--- src/rtl/bcd_counter_7seg_mux.sv ---
`default_nettype none
// ============================================================================
// bcd_counter_7seg_mux : multi-digit BCD up/down counter with load, wrap pulse
//                        and a registered, time-multiplexed 7-segment driver.
// Revision 1.0
// ============================================================================
module bcd_counter_7seg_mux #(
  parameter int DIGITS     = 3,
  parameter int SCAN_DIV   = 16,
  parameter int ACTIVE_LOW = 1,
  parameter int BLANK_LZ   = 0
) (
  input  logic                  clk,
  input  logic                  rst,
  input  logic                  count_en,
  input  logic                  up,
  input  logic                  load,
  input  logic [4*DIGITS-1:0]   load_val,
  output logic [4*DIGITS-1:0]   count,
  output logic                  wrap,
  output logic [7:0]            seg,
  output logic [DIGITS-1:0]     an
);

  localparam int DIV_W = (SCAN_DIV > 1) ? $clog2(SCAN_DIV) : 1;
  localparam int IDX_W = (DIGITS > 1) ? $clog2(DIGITS) : 1;
  localparam logic [DIV_W-1:0]  DIV_LAST = DIV_W'(SCAN_DIV - 1);
  localparam logic [DIGITS-1:0] AN_ONE   = DIGITS'(1);
  localparam logic [7:0]        SEG_RST  = (ACTIVE_LOW != 0) ? ~8'h3F : 8'h3F;
  localparam logic [DIGITS-1:0] AN_RST   = (ACTIVE_LOW != 0) ? ~AN_ONE : AN_ONE;

  logic [4*DIGITS-1:0] count_q, count_d;
  logic                wrap_q, wrap_d;
  logic [DIV_W-1:0]    div_q;
  logic [IDX_W-1:0]    scan_idx;
  logic [7:0]          seg_q, seg_d;
  logic [DIGITS-1:0]   an_q, an_d;
  logic                carry;
  logic                nonzero_above;
  logic [DIGITS-1:0]   blank;
  logic [3:0]          sel_digit;
  logic                sel_blank;
  logic [7:0]          seg_raw;

  function automatic logic [6:0] seg_pat(input logic [3:0] d);
    case (d)
      4'd0:    seg_pat = 7'h3F;
      4'd1:    seg_pat = 7'h06;
      4'd2:    seg_pat = 7'h5B;
      4'd3:    seg_pat = 7'h4F;
      4'd4:    seg_pat = 7'h66;
      4'd5:    seg_pat = 7'h6D;
      4'd6:    seg_pat = 7'h7D;
      4'd7:    seg_pat = 7'h07;
      4'd8:    seg_pat = 7'h7F;
      4'd9:    seg_pat = 7'h6F;
      default: seg_pat = 7'h00;
    endcase
  endfunction

  // Carry/borrow ripples through all digits in one cycle; a carry out of the top is a wrap.
  always_comb begin
    count_d = count_q;
    wrap_d  = 1'b0;
    carry   = 1'b1;
    if (load) begin
      for (int k = 0; k < DIGITS; k++)
        count_d[4*k +: 4] = (load_val[4*k +: 4] > 4'd9) ? 4'd0 : load_val[4*k +: 4];
    end else if (count_en) begin
      for (int k = 0; k < DIGITS; k++) begin
        if (carry) begin
          if (up) begin
            if (count_q[4*k +: 4] == 4'd9) count_d[4*k +: 4] = 4'd0;
            else begin
              count_d[4*k +: 4] = count_q[4*k +: 4] + 4'd1;
              carry = 1'b0;
            end
          end else begin
            if (count_q[4*k +: 4] == 4'd0) count_d[4*k +: 4] = 4'd9;
            else begin
              count_d[4*k +: 4] = count_q[4*k +: 4] - 4'd1;
              carry = 1'b0;
            end
          end
        end
      end
      wrap_d = carry;
    end
  end

  always_ff @(posedge clk or posedge rst) begin
    if (rst) begin
      count_q <= '0;
      wrap_q  <= 1'b0;
      div_q   <= '0;
    end else begin
      count_q <= count_d;
      wrap_q  <= wrap_d;
      div_q   <= (div_q == DIV_LAST) ? '0 : div_q + 1'b1;
    end
  end

  generate
    if (DIGITS > 1) begin : g_scan_multi
      localparam logic [IDX_W-1:0] IDX_LAST = IDX_W'(DIGITS - 1);
      logic [IDX_W-1:0] idx_q;
      always_ff @(posedge clk or posedge rst) begin
        if (rst) idx_q <= '0;
        else if (div_q == DIV_LAST) idx_q <= (idx_q == IDX_LAST) ? '0 : idx_q + 1'b1;
      end
      assign scan_idx = idx_q;
    end else begin : g_scan_single
      assign scan_idx = '0;
    end
  endgenerate

  // A digit above digit 0 blanks only when it and every higher digit are zero.
  always_comb begin
    blank         = '0;
    nonzero_above = 1'b0;
    for (int k = DIGITS - 1; k > 0; k--) begin
      nonzero_above = nonzero_above | (count_q[4*k +: 4] != 4'd0);
      blank[k]      = (BLANK_LZ != 0) && !nonzero_above;
    end
  end

  always_comb begin
    sel_digit = 4'd0;
    sel_blank = 1'b0;
    an_d      = '0;
    for (int k = 0; k < DIGITS; k++) begin
      if (scan_idx == IDX_W'(k)) begin
        sel_digit = count_q[4*k +: 4];
        sel_blank = blank[k];
        an_d[k]   = 1'b1;
      end
    end
    seg_raw = sel_blank ? 8'h00 : {1'b0, seg_pat(sel_digit)};
    seg_d   = (ACTIVE_LOW != 0) ? ~seg_raw : seg_raw;
    if (ACTIVE_LOW != 0) an_d = ~an_d;
  end

  always_ff @(posedge clk or posedge rst) begin
    if (rst) begin
      seg_q <= SEG_RST;
      an_q  <= AN_RST;
    end else begin
      seg_q <= seg_d;
      an_q  <= an_d;
    end
  end

  assign count = count_q;
  assign wrap  = wrap_q;
  assign seg   = seg_q;
  assign an    = an_q;

endmodule
`default_nettype wire
--- config.mk ---
export PLATFORM = sky130hd
export DESIGN_NAME = bcd_counter_7seg_mux
export DESIGN_NICKNAME = d
export VERILOG_FILES = /design/src/rtl/bcd_counter_7seg_mux.sv
export SDC_FILE = /design/constraint.sdc
export NUM_CORES = 1
export LEC_CHECK = 0
export ABC_AREA = 0
export CORE_MARGIN = 2
export CORE_UTILIZATION = 28
export CTS_CLUSTER_DIAMETER = 200
export CTS_CLUSTER_SIZE = 16
export DETAILED_ROUTE_END_ITERATION = 7
export PLACE_DENSITY = 0.49
export SYNTH_ARGS = -nofsm -noshare
export SYNTH_HDL_FRONTEND = slang
export SYNTH_SLANG_ARGS = --single-unit
--- constraint.sdc ---
create_clock -name clk -period 4.86 [get_ports clk]
set_clock_uncertainty 0.2 [all_clocks]
set_input_delay 0.486 -clock clk [delete_from_list [all_inputs] [get_ports clk]]
set_output_delay 0.486 -clock clk [all_outputs]
set_load 0.05 [all_outputs]
==> results.json <==
{
  "status": "finished clean",
  "yosysWarnings": 0,
  "start_util_pct": 28.75,
  "drc_errors": 0,
  "synth_top_area_share_pct": 33.68,
  "p_total_uw": 840.1,
  "port_buffers": 39,
  "std_cell_rows": 30,
  "syn_area_um2": 1932,
  "p_per_area_nw_per_um2": 344.1,
  "synth_area_leaders": "dfrtp_1 34%, mux2i_1 5.7%, o21ai_0 4.4%, dfstp_2 4.1%, ha_1 3.9%",
  "grtUsageTotal_pct": 12.22,
  "layout_setup_ws_ns": 2.158,
  "antenna_cells": 0,
  "final_core_util_pct": 36.33,
  "htree_levels": 2,
  "max_freq_mhz": 370.1,
  "ys_async_sr_fraction_pct": 100.0,
  "grt_max_degree": 30,
  "critPathBufInv": 1,
  "regArea_um2": 729.5,
  "path_delay_family": "buffers and inverters",
  "maxCapViolations": 0,
  "multi_input_area_um2": 1071,
  "cts_resized": 0,
  "synthTopCellsByCount": "26 x dfrtp_1, 17 x nand2_1, 17 x o21ai_0",
  "critPathSlowestCell": "clkdlybuf4s50_1",
  "ios": 41,
  "tns_ns": 0,
  "holdBufCountCts": 0,
  "fp.dieH_um": 87.07,
  "hpwl_um": 2988,
  "cp-end-kind": "register",
  "place_ws_ns": 1.847,
  "drive_above_1_share_pct": 8.607,
  "final_antenna_net_count": 0,
  "tightest_slew_ns": 0.8363,
  "crit_chain": "clkdlybuf4s50_1, and3_1, o21ai_2, a2111oi_4, mux2i_1, o21ai_1",
  "layout_min_cycle_time_ns": 2.702,
  "dieWidth_um": 87.07,
  "slew_violations": 0,
  "ys_ff_latch": 29,
  "clkLatencyLatePin_ns": 0.28,
  "fin_nets": 266,
  "crit_path_max_fanout": 25,
  "yosysTopAreaCell": "dfrtp_1",
  "path_depth": 6,
  "p_leak_uw": 0.0009892,
  "rsz0062_at_grt": "no",
  "critPathRequiredTime_ns": 4.80,
  "numCtsBuffers": 5,
  "fillers": 688,
  "ir_worst_vdd_mv": 0.1481,
  "holdPathStages": 1,
  "worstPathArrival_ns": 2.64,
  "startpoint_type": "primary input",
  "cts.clk_slew.worst_paths_ns": 0.07,
  "wire_per_inst_um": 13.27,
  "dieArea_um2": 7580,
  "place_inst": 316,
  "synthDistinctLibCells": 52,
  "timing.final.crit_share_pct": 55.59,
  "slowest_delay_ns": 0.97,
  "drt_iter0_drc": 28,
  "synth_flop_cell": "dfrtp_1",
  "synth_edf_count": 0,
  "synthCells": 216,
  "overflow": 0,
  "reg2reg_depth": 6,
  "seq_area_frac_synth_pct": 37.76,
  "crit_type": "primary input to register",
  "cts.sinks": 29,
  "cts_setup_buffers": 0,
  "setup_viol": 0,
  "root_buffer": "clkbuf_8",
  "hold_violations": 0,
  "synth.most_common_cell": "dfrtp_1",
  "layout.cells.non_filler": 324,
  "drt-pass1-iter-count": 4,
  "avgViaCountPerCell": 4.969,
  "max-slew-margin-rel_pct": 44.07,
  "clockBufferDepth": 2,
  "min_path_type": "register to register",
  "cts_tree": "built",
  "syn-num-nets": 239,
  "wl_um": 4298,
  "grt_pass1_wl_um": 7320,
  "core_area_um2": 6719,
  "areaGrowthSynthToFinish_pct": 26.36,
  "antenna_found_initial": 0,
  "place_congestion": 0.7822,
  "grt_pass1_vias": 1484,
  "vias": 1610,
  "syn_area_per_cell_um2": 8.944
}
## flip-flops by register name, summed over array words and instances, names as in the netlist
name	cells
an	3
seg	7
div_q	4
count	12
g_scan_multi.idx_q	2
wrap	1
## cell type report
type                       count  share of cell area [%]
tap                           80                   4.100
multi-input combinational    160                   43.88
clock buffer                   7                   3.537
inverter                       7                   1.076
clock inverter                 1                   1.230
timing repair buffer          40                   16.30
sequential                    29                   29.88
## worst paths after layout
kind | start | endpoint | slack (ns)
setup reg to reg | g_scan_multi.idx_q[1] | seg[1] | 2.60
hold / removal | div_q[0] | div_q[0] | 0.29
hold reg to reg | div_q[0] | div_q[0] | 0.29
max in group asynchronous | rst | seg[6] | 3.76
setup / recovery | up | count[11] | 2.16
min in group asynchronous | rst | g_scan_multi.idx_q[1] | 0.38
## logic make-up after synthesis
logic type	count (synthesis)	share of synthesized area (%)
AOI/OAI and AO/OA	62	21.57
xor gates and xnor gates	8	3.627
adders and majority gates	6	3.886
buffers and inverters	27	6.801
DFF	29	37.76
muxes	13	6.865
other	1	0.1941
and+or+nand+nor	70	19.30
## cells in the final DEF, fill, tap and decap left out, types with 4 or more instances in the layout
| master | netlist | layout |
|---|---|---|
| a21oi_1 | 14 | 14 |
| clkbuf_8 | 0 | 6 |
| clkdlybuf4s50_1 | 0 | 39 |
| dfrtp_1 | 26 | 26 |
| ha_1 | 6 | 6 |
| inv_1 | 7 | 7 |
| mux2i_1 | 11 | 11 |
| nand2_1 | 17 | 17 |
| nand3_1 | 13 | 13 |
| nor2_1 | 11 | 11 |
| nor2b_1 | 6 | 6 |
| o21ai_0 | 17 | 17 |
| o21ai_1 | 4 | 4 |
| xnor2_1 | 5 | 5 |
## power by group
group	switching, uW	internal, uW	leakage [uW]
clock	95.1	167	0.0000585
sequential	38.9	267	0.000369
combinational	168	105	0.000562
total	302	538	0.000989
## stage by stage
stage	instance area (um^2)	hold WS [ns]
global route	2441	0.3200
floorplan	1932	0.2495
global placement	2325	0.2811
CTS	2441	0.2879
detailed placement	2325	0.2749
finish	2441	0.2883
## layer usage
metal  track usage (%)  wire (um)  vias up
li1                  -          -      823
met3             2.938        192        5
met4             4.261         49        0
met2             17.83       1804       39
met5                 0          0        -
met1             17.52       2252      743
(Power assumes the default switching activity.)
